## config.mk

```make
export PLATFORM = sky130hd
export DESIGN_NAME = dmem_arbiter
export DESIGN_NICKNAME = d
export VERILOG_FILES = /design/src/rtl/dmem_pkg.sv /design/src/rtl/dmem_arbiter_rr_arb2.sv /design/src/rtl/dmem_arbiter.sv
export SDC_FILE = /design/constraint.sdc
export NUM_CORES = 1
export LEC_CHECK = 0
export ABC_AREA = 1
export CORE_AREA = 2 2 121 123
export CTS_CLUSTER_DIAMETER = 80
export CTS_CLUSTER_SIZE = 25
export DETAILED_ROUTE_END_ITERATION = 8
export DIE_AREA = 0 0 123 125
export PLACE_DENSITY = 0.82
export SLEW_MARGIN = 20
export SYNTH_ARGS = -nofsm -noshare
export SYNTH_HDL_FRONTEND = slang
export SYNTH_SLANG_ARGS = --single-unit
```

## constraint.sdc

```tcl
create_clock -name clk -period 3.6 [get_ports clk]
set_input_delay 0.36 -clock clk [delete_from_list [all_inputs] [get_ports clk]]
set_output_delay 0.36 -clock clk [all_outputs]
set_load 0.02 [all_outputs]
```

## src/rtl/dmem_pkg.sv

```systemverilog
// Shared definitions for the data-memory arbiter: size codes, FSM states and
// the access-size legality rule.
package dmem_pkg;

  localparam logic [2:0] SZ_B  = 3'b001;
  localparam logic [2:0] SZ_H  = 3'b010;
  localparam logic [2:0] SZ_W  = 3'b011;
  localparam logic [2:0] SZ_BU = 3'b101;
  localparam logic [2:0] SZ_HU = 3'b110;

  typedef enum logic [1:0] {
    ST_IDLE  = 2'd0,
    ST_ISSUE = 2'd1,
    ST_RESP  = 2'd2
  } state_t;

  // Unsigned sizes only make sense for loads; stores take signed/word codes.
  function automatic logic size_legal(input logic we, input logic [2:0] size);
    logic ok;
    ok = 1'b0;
    case (size)
      SZ_B, SZ_H, SZ_W: ok = 1'b1;
      SZ_BU, SZ_HU:     ok = ~we;
      default:          ok = 1'b0;
    endcase
    return ok;
  endfunction

endpackage

```

## src/rtl/dmem_arbiter_rr_arb2.sv

```systemverilog
// Two-way round-robin pick. The pointer flips to favour the requester that
// was not picked whenever the owner signals an accepted request.
module rr_arb2 (
  input  logic clk,
  input  logic rst,
  input  logic i_req_a,
  input  logic i_req_b,
  input  logic i_update,
  output logic o_pick_b
);

  logic r_prio_b;

  assign o_pick_b = i_req_b & (~i_req_a | r_prio_b);

  always_ff @(posedge clk) begin
    if (rst) begin
      r_prio_b <= 1'b0;
    end else if (i_update) begin
      r_prio_b <= ~o_pick_b;
    end
  end

endmodule

```

## src/rtl/dmem_arbiter.sv

```systemverilog
// Two-requester arbiter/sequencer for the single-port data memory: accepts one
// request, issues one registered strobe, then returns a completion pulse.
module dmem_arbiter
  import dmem_pkg::*;
#(
  parameter int DEPTH  = 64,
  parameter int ADDR_W = 32
) (
  input  logic              clk,
  input  logic              rst,
  input  logic              a_req,
  input  logic              a_we,
  input  logic [ADDR_W-1:0] a_addr,
  input  logic [31:0]       a_wdata,
  input  logic [2:0]        a_size,
  output logic              a_gnt,
  output logic              a_done,
  output logic [31:0]       a_rdata,
  input  logic              b_req,
  input  logic              b_we,
  input  logic [ADDR_W-1:0] b_addr,
  input  logic [31:0]       b_wdata,
  input  logic [2:0]        b_size,
  output logic              b_gnt,
  output logic              b_done,
  output logic [31:0]       b_rdata,
  output logic              err,
  output logic [ADDR_W-1:0] mem_addr,
  output logic [31:0]       mem_write_data,
  output logic              mem_read,
  output logic              mem_write,
  output logic [2:0]        mem_size,
  input  logic [31:0]       mem_read_data
);

  state_t            r_state;
  logic              r_sel_b;
  logic              r_we;
  logic              r_ill;
  logic              r_rd_ok;
  logic              r_gnt_a;
  logic              r_gnt_b;
  logic              r_done_a;
  logic              r_done_b;
  logic              r_err;
  logic              r_mem_read;
  logic              r_mem_write;
  logic [ADDR_W-1:0] r_mem_addr;
  logic [31:0]       r_mem_wdata;
  logic [2:0]        r_mem_size;

  logic              w_any_req;
  logic              w_accept;
  logic              w_pick_b;
  logic              w_we;
  logic [ADDR_W-1:0] w_addr;
  logic [31:0]       w_wdata;
  logic [2:0]        w_size;
  logic              w_legal;

  assign w_any_req = a_req | b_req;
  assign w_accept  = (r_state == ST_IDLE) & w_any_req;

  rr_arb2 u_rr (
    .clk      (clk),
    .rst      (rst),
    .i_req_a  (a_req),
    .i_req_b  (b_req),
    .i_update (w_accept),
    .o_pick_b (w_pick_b)
  );

  assign w_we    = w_pick_b ? b_we    : a_we;
  assign w_addr  = w_pick_b ? b_addr  : a_addr;
  assign w_wdata = w_pick_b ? b_wdata : a_wdata;
  assign w_size  = w_pick_b ? b_size  : a_size;
  assign w_legal = size_legal(w_we, w_size) & (w_addr < ADDR_W'(DEPTH));

  always_ff @(posedge clk) begin
    if (rst) begin
      r_state     <= ST_IDLE;
      r_sel_b     <= 1'b0;
      r_we        <= 1'b0;
      r_ill       <= 1'b0;
      r_rd_ok     <= 1'b0;
      r_gnt_a     <= 1'b0;
      r_gnt_b     <= 1'b0;
      r_done_a    <= 1'b0;
      r_done_b    <= 1'b0;
      r_err       <= 1'b0;
      r_mem_read  <= 1'b0;
      r_mem_write <= 1'b0;
      r_mem_addr  <= '0;
      r_mem_wdata <= '0;
      r_mem_size  <= 3'b000;
    end else begin
      // Pulses default low; each state raises only what it owns.
      r_gnt_a     <= 1'b0;
      r_gnt_b     <= 1'b0;
      r_done_a    <= 1'b0;
      r_done_b    <= 1'b0;
      r_err       <= 1'b0;
      r_mem_read  <= 1'b0;
      r_mem_write <= 1'b0;
      case (r_state)
        ST_IDLE: begin
          if (w_any_req) begin
            r_state <= ST_ISSUE;
            r_sel_b <= w_pick_b;
            r_we    <= w_we;
            r_ill   <= ~w_legal;
            r_gnt_a <= ~w_pick_b;
            r_gnt_b <= w_pick_b;
            // Memory-side fields only move for legal accesses so they hold otherwise.
            if (w_legal) begin
              r_mem_read  <= ~w_we;
              r_mem_write <= w_we;
              r_mem_addr  <= w_addr;
              r_mem_wdata <= w_wdata;
              r_mem_size  <= w_size;
            end
          end
        end
        ST_ISSUE: begin
          r_state  <= ST_RESP;
          r_done_a <= ~r_sel_b;
          r_done_b <= r_sel_b;
          r_err    <= r_ill;
          r_rd_ok  <= ~r_ill & ~r_we;
        end
        ST_RESP: begin
          r_state <= ST_IDLE;
        end
        default: begin
          r_state <= ST_IDLE;
        end
      endcase
    end
  end

  assign a_gnt          = r_gnt_a;
  assign b_gnt          = r_gnt_b;
  assign a_done         = r_done_a;
  assign b_done         = r_done_b;
  assign err            = r_err;
  assign mem_read       = r_mem_read;
  assign mem_write      = r_mem_write;
  assign mem_addr       = r_mem_addr;
  assign mem_write_data = r_mem_wdata;
  assign mem_size       = r_mem_size;

  // The memory registers its output, so read data is live during the RESP cycle.
  assign a_rdata = (r_done_a & r_rd_ok) ? mem_read_data : 32'd0;
  assign b_rdata = (r_done_b & r_rd_ok) ? mem_read_data : 32'd0;

endmodule

```

==> results.md <==
* Run status: finished, final reports clean
* Maximum vdd drop at roughly 0.00019 V
* Clk_lat worst skew at 330 ps
* Post-Synthesis Cells at 740
* TNS Setup at 0 ps
* Initial cell density of the core at 0.310
* First-pass GRT wire length at around 24000 um
* Final WL at 15000 um
* Largest family of logic cells by synthesized area: simple AND/OR/NAND/NOR gates
* Post-CTS setup buffers at 0
* Final period util at 0.737
* Final net count at about 1200
* Fin. max-slew vios at 0
* Max-cap violations at 0
* Post-synthesis compound-gate area fraction at 0.0131
* Fraction of layout cells with a size suffix above 1 at 0.0330
* Crit Path Class: flip-flop to output port
* DRT Pass-1 Iters at 4
* Die area at 15400 um^2
* Wl on met1 at between 5000 and 6000 um
* Cell Rows at 44
* Hold_ws at roughly 410 ps
* Post-Synth Adder-Cell Area at 0
* Gr usage total at 0.191
* CTS tree: built
* Slew @ Worst Pin at approximately 1000 ps
* Initial antenna violation count at 2
* Io pins at 310
* CTS max path bufs at 2
* Vias in the first global route at 4874
* Core box area at between 10000 and 15000 um^2
* Top layer in use: met4
* Fin crit period at about 2700 ps
* Post-synthesis mux area share at 0
* Global placement routability congestion at 0.803
* Number of synthesized register bits at just over 80
* CTS Hold Bufs at 0
* Clock sink count at between 80 and 90
* Fmax at between 0.3 and 0.4 GHz
* DR WL met2 at roughly 7400 um
* Num CTS Buffers at 9
* Pin count of the biggest net entering global routing at 53
* Synthesized area at ~4400 um^2
* HP Class: flip-flop to flip-flop
* Total power at ~2.3 mW
* P per Cell Area at 290 nW/um^2
* Unrepaired setup endpoints after global routing: false
* Yosys warning count at 0
* Final ANT Viol Nets at 0
* HPWL after DPL at between 10000 and 15000 um
* Syn_nets at 912
* Root Driver: clkbuf_16
* Post-cts sizing count at 0
* CP Launch Type: flip-flop
* Worst Clk Skew at 6.91 ps
* Via-to-Cell Ratio at around 4.4
* DRC at 0
* Fillcell total at 1342
* Clock transition at path regs at 70 ps
* Syn Area/Cell at 5.95 um^2
* Area delta synth->final at 78.9%
* Core Util, Final at 0.555
* Leak at 3.70 nW
* Crit path DAT at between 2000 and 2500 ps
* Simple-gate area share of the yosys netlist at 0.470
* Avg WL per Cell at ~12 um
* CP endpoint kind: output port
* Post-synthesis xor/xnor area fraction at 0
* Initial DRC count at 240
* Crit-path max FO at 32
* Yosys top cell area share at 0.368
* Top cells by area, synth: dfxtp_1, nand2_1, nand3_1
* Leading area contributor after synthesis: dfxtp_1
* Pre-CTS setup slack at ~720 ps
* DR vias at 5292
* H-tree depth at 3
* Worst EP required at 3240 ps
* Buffers on Ports at a little over 300
* PnR worst setup slack at 948 ps
* Total global routing overflow at 0
* Final-report hold violation count at 0
* Die span in x at 123 um
* Slew margin rel. at 0.321
* Synth unique cells at 21
* Sequential area share after synthesis at 0.368
* Die Y-Extent at about 130 um
* Final setup vio count at 0
* DR WL met3 at 1310 um
==> metrics by stage <==
stage | std cells | area (um^2)
floorplan | 740 | 4400
CTS | 1213 | 7870
global route | 1215 | 7880
finish | 1215 | 7880
global placement | 1197 | 7560
detailed placement | 1197 | 7560
==> state kept, by name (all words and copies together) (netlist names) <==
register	cells
mem_write_data	32
r_ill	1
a_gnt	1
u_rr.r_prio_b	1
mem_size	3
r_sel_b	1
a_done	1
r_state	2
mem_write	1
r_we	1
r_rd_ok	1
b_gnt	1
mem_read	1
b_done	1
err	1
mem_addr	32
==> placed cells by master (no fill, tap or decap), drive strengths merged <==
| master | n |
|---|---|
| nand2 | 256 |
| buf | 9 |
| dfxtp | 81 |
| clkinvlp | 1 |
| bufinv | 1 |
| o21ai | 4 |
| inv | 112 |
| nand3 | 100 |
| a21boi | 1 |
| a211oi | 1 |
| clkdlybuf4s50 | 309 |
| a21oi | 3 |
| nor2 | 121 |
| nor3 | 1 |
| clkbuf | 9 |
| clkinv | 3 |
| nand3b | 17 |
| diode | 2 |
==> final timing paths <==
path | startpoint | endpoint | slack (ps) | depth (start not counted)
worst min register to register | r_sel_b | a_done | 410 | 1
worst max-delay path | r_rd_ok | b_rdata[23] | 950 | 3
worst min-delay path | r_sel_b | a_done | 410 | 1
worst max register to register | u_rr.r_prio_b | mem_write_data[14] | 1300 | 15
==> cell type report <==
cell class / count / area, um^2 / area share
Antenna cell: 2 / 5.00 / 0.000635
Timing Repair Buffer: 318 / 3160 / 0.401
Sequential cell: 81 / 1620 / 0.206
Clock buffer: 9 / 225 / 0.0286
Inverter: 110 / 413 / 0.0524
Clock inverter: 7 / 88.8 / 0.0113
Multi-Input combinational cell: 504 / 2130 / 0.271
Tap cell: 184 / 230 / 0.0292
==> layer usage <==
layer	vias to the layer above	GRT usage
met4	0	0.0668
li1	2775	-
met5	-	0
met2	214	0.340
met3	29	0.0593
met1	2274	0.211
==> critical path, cell delays in order (launching register included) <==
cell and delay, ps:
dfxtp_1 350, nand2_1 580, nor2_1 370, clkdlybuf4s50_1 650
==> where the power goes <==
part,internal (mW),total [mW],switching [mW]
combinational,0.238,0.435,0.196
sequential,0.906,0.911,0.00461
clock,0.550,0.940,0.390
total,1.69,2.29,0.591
==> cell usage after synthesis <==
cell,instances
nand2_1,253
nor2_1,120
inv_1,109
nand3_1,99
dfxtp_1,81
clkbuf_1,23
nand3b_1,17
buf_2,11
buf_6,7
a21oi_1,3
nand2_2,3
o21ai_0,3
buf_1,2
buf_4,2
a211oi_1,1
a21boi_2,1
inv_2,1
nand3_2,1
nor2_4,1
nor3_1,1
o21ai_2,1
==> kinds of logic after synthesis <==
| group | after synthesis |
|---|---|
| and+or+nand+nor | 495 |
| DFF | 81 |
| buffers and inverters | 155 |
| AOI/OAI and AO/OA | 9 |
(Power assumes the default switching activity.)
